**src/rtl/note_lookup_bsearch_if.sv**
```systemverilog
// Handshake, result and configuration signals of the note lookup block.
// The producer/consumer side uses master; the lookup block uses slave.
interface note_lookup_bsearch_if #(
  parameter int BIN_W  = 13,
  parameter int NOTE_W = 5,
  parameter int ADDR_W = 5
);
  logic [BIN_W-1:0]  bin_in;
  logic              in_valid;
  logic              in_ready;
  logic [NOTE_W-1:0] note_index;
  logic              hit;
  logic              out_valid;
  logic              out_ready;
  logic              cfg_we;
  logic [ADDR_W-1:0] cfg_addr;
  logic [BIN_W-1:0]  cfg_data;

  modport master (
    output bin_in, in_valid, out_ready, cfg_we, cfg_addr, cfg_data,
    input  in_ready, note_index, hit, out_valid
  );

  modport slave (
    input  bin_in, in_valid, out_ready, cfg_we, cfg_addr, cfg_data,
    output in_ready, note_index, hit, out_valid
  );
endinterface

```
**src/rtl/note_lookup_bsearch.sv**
```systemverilog
// Maps an FFT peak bin to a note index by binary search over a programmable,
// strictly ascending boundary table b[0..NUM_NOTES] (note k: b[k] <= bin < b[k+1]).
module note_lookup_bsearch #(
  parameter int BIN_W     = 13,
  parameter int NUM_NOTES = 22,
  parameter int NOTE_W    = 5,
  parameter int ADDR_W    = 5,
  parameter int HOLD_MISS = 0,
  parameter logic [BIN_W-1:0] INIT_TABLE [NUM_NOTES+1] = '{
    BIN_W'(126), BIN_W'(133), BIN_W'(141), BIN_W'(149), BIN_W'(158), BIN_W'(168),
    BIN_W'(178), BIN_W'(188), BIN_W'(200), BIN_W'(212), BIN_W'(224), BIN_W'(238),
    BIN_W'(252), BIN_W'(267), BIN_W'(283), BIN_W'(299), BIN_W'(317), BIN_W'(336),
    BIN_W'(356), BIN_W'(377), BIN_W'(400), BIN_W'(424), BIN_W'(449)
  }
) (
  input logic                  clk_in,
  input logic                  rst_in,
  note_lookup_bsearch_if.slave bus
);

  localparam int STEPS  = $clog2(NUM_NOTES);
  localparam int STEP_W = (STEPS < 1) ? 1 : $clog2(STEPS + 1);
  localparam logic [STEP_W-1:0] LAST_STEP = STEP_W'(STEPS);
  localparam logic [ADDR_W-1:0] LAST_ADDR = ADDR_W'(NUM_NOTES);
  localparam logic [ADDR_W-1:0] ONE_ADDR  = ADDR_W'(1);

  typedef enum logic [1:0] {
    IDLE   = 2'd0,
    SEARCH = 2'd1,
    DONE   = 2'd2
  } state_t;

  state_t            state_q, state_d;
  logic [BIN_W-1:0]  bin_q, bin_d;
  logic [ADDR_W-1:0] lo_q, lo_d;
  logic [ADDR_W-1:0] hi_q, hi_d;
  logic [STEP_W-1:0] step_q, step_d;
  logic [NOTE_W-1:0] note_q, note_d;
  logic              hit_q, hit_d;
  logic [NOTE_W-1:0] last_q, last_d;

  logic [BIN_W-1:0]  bnd_q [NUM_NOTES+1] = INIT_TABLE;
  logic [ADDR_W:0]   mid_sum;
  logic [ADDR_W-1:0] mid;
  logic              is_miss;
  logic              cfg_commit;

  assign mid_sum    = {1'b0, lo_q} + {1'b0, hi_q};
  assign mid        = mid_sum[ADDR_W:1];
  assign is_miss    = (bin_q < bnd_q[0]) || (bin_q >= bnd_q[NUM_NOTES]);
  assign cfg_commit = bus.cfg_we && (state_q == IDLE) && (bus.cfg_addr <= LAST_ADDR);

  // NOTE: the boundary table is storage, not control state, so it has no reset;
  // it keeps its contents across rst_in and only changes through the config port.
  always_ff @(posedge clk_in) begin
    if (cfg_commit) begin
      bnd_q[bus.cfg_addr] <= bus.cfg_data;
    end
  end

  // NOTE: every variable gets its hold value first so that no path through the
  // case leaves one unassigned; otherwise this block would infer latches.
  always_comb begin
    state_d = state_q;
    bin_d   = bin_q;
    lo_d    = lo_q;
    hi_d    = hi_q;
    step_d  = step_q;
    note_d  = note_q;
    hit_d   = hit_q;
    last_d  = last_q;

    unique case (state_q)
      IDLE: begin
        if (bus.in_valid) begin
          bin_d   = bus.bin_in;
          lo_d    = '0;
          hi_d    = LAST_ADDR;
          step_d  = '0;
          state_d = SEARCH;
        end
      end

      SEARCH: begin
        if (is_miss) begin
          hit_d   = 1'b0;
          note_d  = (HOLD_MISS != 0) ? last_q : '0;
          state_d = DONE;
        end else if (step_q == LAST_STEP) begin
          hit_d   = 1'b1;
          note_d  = NOTE_W'(lo_q);
          last_d  = NOTE_W'(lo_q);
          state_d = DONE;
        end else begin
          // A fixed number of halving steps gives a constant hit latency; once the
          // interval has shrunk to one note the remaining steps leave lo/hi alone.
          step_d = step_q + 1'b1;
          if ((hi_q - lo_q) > ONE_ADDR) begin
            if (bin_q >= bnd_q[mid]) begin
              lo_d = mid;
            end else begin
              hi_d = mid;
            end
          end
        end
      end

      DONE: begin
        if (bus.out_ready) begin
          state_d = IDLE;
        end
      end

      default: state_d = IDLE;
    endcase
  end

  // NOTE: clocked state uses non-blocking assignments so every register samples
  // the pre-edge values, independent of statement order.
  always_ff @(posedge clk_in) begin
    if (!rst_in) begin
      state_q <= IDLE;
      bin_q   <= '0;
      lo_q    <= '0;
      hi_q    <= '0;
      step_q  <= '0;
      note_q  <= '0;
      hit_q   <= 1'b0;
      last_q  <= '0;
    end else begin
      state_q <= state_d;
      bin_q   <= bin_d;
      lo_q    <= lo_d;
      hi_q    <= hi_d;
      step_q  <= step_d;
      note_q  <= note_d;
      hit_q   <= hit_d;
      last_q  <= last_d;
    end
  end

  assign bus.in_ready   = (state_q == IDLE);
  assign bus.out_valid  = (state_q == DONE);
  assign bus.note_index = note_q;
  assign bus.hit        = hit_q;

endmodule
```
**src/flat_wrapper.sv**
```systemverilog
// flat-port wrapper written by rule: the top's interface ports become plain ports
module note_lookup_bsearch_flat 
#(
  parameter int BIN_W     = 13,
  parameter int NUM_NOTES = 22,
  parameter int NOTE_W    = 5,
  parameter int ADDR_W    = 5,
  parameter int HOLD_MISS = 0,
  parameter logic [BIN_W-1:0] INIT_TABLE [NUM_NOTES+1] = '{
    BIN_W'(126), BIN_W'(133), BIN_W'(141), BIN_W'(149), BIN_W'(158), BIN_W'(168),
    BIN_W'(178), BIN_W'(188), BIN_W'(200), BIN_W'(212), BIN_W'(224), BIN_W'(238),
    BIN_W'(252), BIN_W'(267), BIN_W'(283), BIN_W'(299), BIN_W'(317), BIN_W'(336),
    BIN_W'(356), BIN_W'(377), BIN_W'(400), BIN_W'(424), BIN_W'(449)
  }
)
  (clk_in, rst_in, bus_bin_in, bus_in_valid, bus_out_ready, bus_cfg_we, bus_cfg_addr, bus_cfg_data, bus_in_ready, bus_note_index, bus_hit, bus_out_valid);
  note_lookup_bsearch_if #(.BIN_W(BIN_W), .NOTE_W(NOTE_W), .ADDR_W(ADDR_W)) bus_i ();
  input logic clk_in;
  input logic rst_in;
  input wire logic [$bits(bus_i.bin_in)-1:0] bus_bin_in;
  input wire logic [$bits(bus_i.in_valid)-1:0] bus_in_valid;
  input wire logic [$bits(bus_i.out_ready)-1:0] bus_out_ready;
  input wire logic [$bits(bus_i.cfg_we)-1:0] bus_cfg_we;
  input wire logic [$bits(bus_i.cfg_addr)-1:0] bus_cfg_addr;
  input wire logic [$bits(bus_i.cfg_data)-1:0] bus_cfg_data;
  output wire logic [$bits(bus_i.in_ready)-1:0] bus_in_ready;
  output wire logic [$bits(bus_i.note_index)-1:0] bus_note_index;
  output wire logic [$bits(bus_i.hit)-1:0] bus_hit;
  output wire logic [$bits(bus_i.out_valid)-1:0] bus_out_valid;
  assign bus_i.bin_in = bus_bin_in;
  assign bus_i.in_valid = bus_in_valid;
  assign bus_i.out_ready = bus_out_ready;
  assign bus_i.cfg_we = bus_cfg_we;
  assign bus_i.cfg_addr = bus_cfg_addr;
  assign bus_i.cfg_data = bus_cfg_data;
  assign bus_in_ready = bus_i.in_ready;
  assign bus_note_index = bus_i.note_index;
  assign bus_hit = bus_i.hit;
  assign bus_out_valid = bus_i.out_valid;
  note_lookup_bsearch #(.BIN_W(BIN_W), .NUM_NOTES(NUM_NOTES), .NOTE_W(NOTE_W), .ADDR_W(ADDR_W), .HOLD_MISS(HOLD_MISS), .INIT_TABLE(INIT_TABLE)) u_core (.clk_in(clk_in), .rst_in(rst_in), .bus(bus_i));
endmodule
```
**config.mk**
```make
export PLATFORM = sky130hd
export DESIGN_NAME = note_lookup_bsearch_flat
export DESIGN_NICKNAME = d
export VERILOG_FILES = /design/src/rtl/note_lookup_bsearch_if.sv /design/src/rtl/note_lookup_bsearch.sv /design/src/flat_wrapper.sv
export SDC_FILE = /design/constraint.sdc
export NUM_CORES = 1
export LEC_CHECK = 0
export BUFFER_PORTS_ARGS = -buffer_cell sky130_fd_sc_hd__buf_2
export CAP_MARGIN = 20
export CORE_MARGIN = 8
export CORE_UTILIZATION = 28
export CTS_BUF_LIST = sky130_fd_sc_hd__clkbuf_4
export DETAILED_ROUTE_END_ITERATION = 12
export GPL_ROUTABILITY_DRIVEN = 1
export SLEW_MARGIN = 5
export SYNTH_ARGS = -nofsm -noshare
export SYNTH_HDL_FRONTEND = slang
export SYNTH_SLANG_ARGS = --single-unit
```
**constraint.sdc**
```tcl
create_clock -name clk_in -period 9.5 [get_ports clk_in]
set_input_delay 1.9 -clock clk_in [delete_from_list [all_inputs] [get_ports clk_in]]
set_output_delay 1.9 -clock clk_in [all_outputs]
set_load 0.01 [all_outputs]
```
Word level (Yosys, flattened, before mapping)
Memories as Yosys holds them, arrays and structs flattened. Cells that the tools add are included.

Reductions and logical operators: 12. Multiplexer cells: 27. Add/subtract/negate cells: 3. Equality and inequality tests: 11. Order comparisons: 5.

Operator list (count): 5-bit 2-to-1 mux (12); 13-bit greater-or-equal comparator (2); 5-bit one-hot mux with 2 select lines (2); 13-bit less-than comparator (1); 6-bit AND reduction (2); 2-bit inequality test, second input constant (5); 3-bit 2-to-1 mux (3); 2-bit 2-to-1 mux (4); 5-bit by 5-bit adder with 6-bit output (1); 2-bit one-hot mux with 3 select lines (1); 3-bit one-hot mux with 2 select lines (1); 5-bit by 1-bit > comparator with 1-bit output, second input constant (1); 5-bit <= comparator, second input constant (1); 5-bit subtractor (1); 1-bit 2-to-1 mux (4); 2-bit by 1-bit inequality test with 1-bit output, second input constant (2); 2-bit AND reduction (2); 4-bit AND reduction (1); 2-bit nonzero test (2); 3-bit by 1-bit adder with 3-bit output, second input constant (1); 3-bit == test, second input constant (1); 3-bit by 1-bit inequality test with 1-bit output, second input constant (1); 3-bit AND reduction (1); 2-bit by 1-bit == test with 1-bit output, second input constant (1); 4 further kinds (5).

RAM bits: 299. Register bits after elaboration: 34. Memories kept: 1.

Memories: u_core.bnd_q (depth 23, width 13, rd ports 3, clocked after Yosys merged registers in 0, wr ports 1, RTL line note_lookup_bsearch.sv:42) `logic [BIN_W-1:0] bnd_q [NUM_NOTES+1] = INIT_TABLE;`.

Logic depth before layout (Yosys ltp)
An unclocked memory read counts as a cell.

Word-level depth: 8. Depth in mapped cells: 21. Depth with buffers taken out: 17.

Worst setup path after synthesis
OpenSTA, ideal clock, no wires.

Path type: reg2reg. Start point: register u_core.lo_q[0]. End point: register u_core.hi_q[1]. Arrival time: 4.345 ns. Setup slack: 5.036 ns. Path buffers: 4. Setup time: 0.119 ns. Required time: 9.381 ns. Stages on the path, launching flop included: 17. Cell sequence: dfxtp_1 ha_1 fa_1 buf_2 buf_2 buf_2 nand2b_1 clkbuf_1 a21oi_1 o311ai_0 ha_1 and3_1 a221oi_1 nor2b_1 o22a_2 or4_4 o221a_1.

Word-level cells in the longest chain between the ends: 6. Elaborated cells on any way between the ends: 13. Classes of those cells: 2 x add/sub; 2 x order compare; 2 x eq/ne; 5 x mux; 1 x reduce/logical; 1 x memory.

RTL lines: start: declaration (RTL line note_lookup_bsearch.sv:35) `logic [ADDR_W-1:0] lo_q, lo_d;`; start signal: assignment (RTL line note_lookup_bsearch.sv:133) `lo_q <= lo_d;`; branches (longest 6 deep; another with memory 23 x 13 bit); end signal: assignment (RTL line note_lookup_bsearch.sv:134) `hi_q <= hi_d;`; end: declaration (RTL line note_lookup_bsearch.sv:36) `logic [ADDR_W-1:0] hi_q, hi_d;`.

Several ways; the timed one is not identified. The select of a mux whose other input is x is not followed. A chain may end at the register's enable or synchronous reset.

Final worst setup path
Start point: register u_core.lo_q[0]. End point: register u_core.hi_q[4].

Same word-level chain as after synthesis.

==> flow_summary.yaml <==
detailed_routing:
  wl_per_cell_um: 19.3
  first_pass_iters: 5
  drtIter0Drc: 716
  wl_um: 34400
  ant_nets: 0
  drc: 0
  num_vias: 8496
  vias_per_cell: 4.76
hold_path:
  min_path_cells: 1
  hp-start: "u_core.state_q[1]"
  hp-class: "reg2reg"
  whs_endpoint: "u_core.state_q[0]"
power_and_ir_drop:
  ir_drop_mv: 0.0826
  power_frac_clock: 0.383
  seq_power_share: 0.516
  power_density_nw_per_um2: 191
  power_frac_comb: 0.101
  switchingPower_uw: 793
  netSwitchingFraction: 0.253
  power_leakage_uw: 0.00560
  p_int_uw: 2350
grt:
  grt_max_degree: 51
  grt_pass1_wl_um: 52200
  grt_pass1_vias: 8678
  grtUsageTotal: 0.119
  globalRoute.totalOverflow: 0
  grt_antenna_before_repair: 7
synthesis:
  synthCells: 934
  yosys.area_share.simple: 0.0756
  yosys.cell_types.count: 62
  synthXorXnorAreaFrac: 0.00369
  synthTopCellsByCount: "edfxtp_1, nand2_1, nor2_1"
  ys_ff_latch: 333
  synth.area.top_cells: "edfxtp_1, mux4_2, dfxtp_1, ha_1, mux2i_1"
  syn-cell-area_sq_um: 14200
  yosysSeqAreaShare: 0.679
  synthMuxAreaShare: 0.109
  synthAdderAreaFrac: 0.0459
  yosysTopAreaCell: "edfxtp_1"
  async_flop_share: 0
  synth.most_common_cell: "edfxtp_1"
  synth_top_family_by_area: "multiplexers"
  synth_top_area_share: 0.631
  synth_edf_count: 299
  syn_nets: 1021
  yosys_warnings: 0
  synthFlopType: "edfxtp_1"
  synth-compound-area-share: 0.0654
  avgSynthCellArea_sq_um: 15.2
die:
  ios: 44
  fp.dieW_um: 241
  row_count: 82
  die_h_um: 241
  coreArea_sq_um: 50200
  start_util: 0.284
  die_area_sq_um: 58300
critical_path:
  r2r-start: "u_core.lo_q[0]"
  path_delay_family: "adder cells"
  arrival_ps: 6390
  rr_endpoint: "u_core.hi_q[4]"
  slowest_stage: "fa_4"
  start_kind: "flip-flop"
  rrSetupSlack_ps: 3800
  path_cells: "ha_1 -> fa_4 -> buf_4 -> mux4_2 -> mux2i_1 -> a32oi_1 -> o31a_1 -> ha_1 -> nand2b_1 -> a2111oi_0 -> o31ai_1 -> o22a_2 -> a211oi_1 -> o221a_1"
  worst-setup-path-type: "reg2reg"
  path_common_cell: "ha_1"
  r2r_cells: 14
  path_buf_inv: 1
  required_ps: 10180
  crit_fanout: 50
  crit_path_end_kind: "flip-flop"
  cpPeakStageDelay_ps: 1360
clock_network:
  holdBufCountCts: 0
  clkSlewWorstSetupHoldPaths_ps: 60
  cts.sinks: 333
  clock_latency_ps: 770
  max-clock-path-buffers: 3
  cts_tree: "done"
  cts_setup_buffers: 0
  htreeDepth: 3
  postCtsResizedCells: 0
  cts_buffers: 84
  clockRootBuffer: "clkbuf_4"
timing:
  worstMarginPinSlew_ps: 991
  slew_headroom: 0.339
  setup_viol: 0
  setup_tns_ps: 0
  finClkSkew_ps: 62.4
  post-route-period-util: 0.600
  report.final.hold_viol_count: 0
  fin_crit_ps: 5700
  drv_slew: 0
  rsz0062_at_grt: "false"
  fmax_mhz: 175
place:
  dp_hpwl_um: 22100
  io_buffer_count: 43
  place_congestion: 0.783
job:
  cap_violations: 0
final_layout:
  areaGrowthSynthToFinish_pct: 15.6
  final_nets: 1135
  final_util: 0.328
  layout-drive-gt1-share: 0.243
outcome:
  status: "finished clean"
[worst max-delay path by stage]
stage                     slack (ps)           start  cells past startpoint              to
after floorplan                 5040  u_core.lo_q[0]                     16  u_core.hi_q[1]
after global placement          3750  u_core.lo_q[0]                     14  u_core.hi_q[1]
after detailed placement        3760  u_core.lo_q[0]                     14  u_core.hi_q[4]
after CTS                       3710  u_core.lo_q[0]                     14  u_core.hi_q[4]
after global routing            3360  u_core.lo_q[0]                     14  u_core.hi_q[4]
final                           3800  u_core.lo_q[0]                     14  u_core.hi_q[4]
[layer usage]
layer | GRT usage | vias up | wire [um]
met1 | 0.160 | 4247 | 15600
met2 | 0.173 | 298 | 15000
met5 | 0 | - | 33
met4 | 0.0398 | 6 | 574
li1 | - | 3893 | -
met3 | 0.0461 | 52 | 3210
[placed cells by master (no fill, tap or decap), types with 5 or more instances in the layout]
cell,netlist,routed
a22oi_1,7,7
nand2_1,97,97
nor2b_1,7,7
clkinv_2,0,5
mux4_2,47,47
buf_4,0,27
nand2b_1,9,9
nand4_1,9,9
edfxtp_1,299,299
a21o_1,5,5
clkinv_1,0,17
o311ai_0,8,8
o21ai_0,25,25
a211oi_1,10,10
ha_1,49,49
mux2i_1,44,44
nor2_2,0,5
and2_0,8,8
inv_1,37,37
nor2_1,58,53
nand3_1,17,17
buf_2,13,43
a21oi_1,42,42
clkbuf_4,0,120
o211ai_1,6,6
dfxtp_1,34,34
[per-stage QoR]
step | instance area, sq um | hold slack, ps | total power, uW | cells | worst slack [ps]
CTS | 16400 | 496 | 3180 | 1782 | 3710
global placement | 15400 | 475 | 1960 | 1634 | 3750
global route | 16400 | 517 | 3290 | 1785 | 3360
finish | 16400 | 494 | 3140 | 1786 | 3800
detailed placement | 15400 | 484 | 1970 | 1634 | 3760
floorplan | 14200 | 450 | 1860 | 934 | 5040
[registers in the layout, summed over array words and instances (netlist names)]
name / count
u_core.state_q: 2
u_core.bin_q: 13
u_core.lo_q: 5
u_core.bus.hit: 1
u_core.bnd_q: 299
u_core.hi_q: 5
u_core.bus.note_index: 5
u_core.step_q: 3
[final cells by class]
type | instances | area, sq um
Antenna cell | 4 | 10.0
Clock buffer | 120 | 901
Clock inverter | 28 | 159
Fill cell | 4964 | 33700
Inverter | 37 | 139
Multi-Input combinational cell | 522 | 4320
Sequential cell | 333 | 9660
Tap cell | 672 | 841
Timing Repair Buffer | 70 | 418
[logic make-up after synthesis]
| family | Yosys count |
|---|---|
| AO/OA/AOI/OAI | 138 |
| buffers and inverters | 79 |
| AND/OR/NAND/NOR | 232 |
| XOR/XNOR | 6 |
| adder cells (fa/ha/maj) | 51 |
| flip-flops | 333 |
| multiplexers | 95 |
[power by group through the flow]
stage               sequential (uW)  combinational, uW  clock [uW]
floorplan                      1650                212           0
global placement               1650                313           0
detailed placement             1650                318           0
CTS                            1620                319        1240
global route                   1620                350        1320
finish                         1620                317        1200
Power figures use the tool's default switching activity.
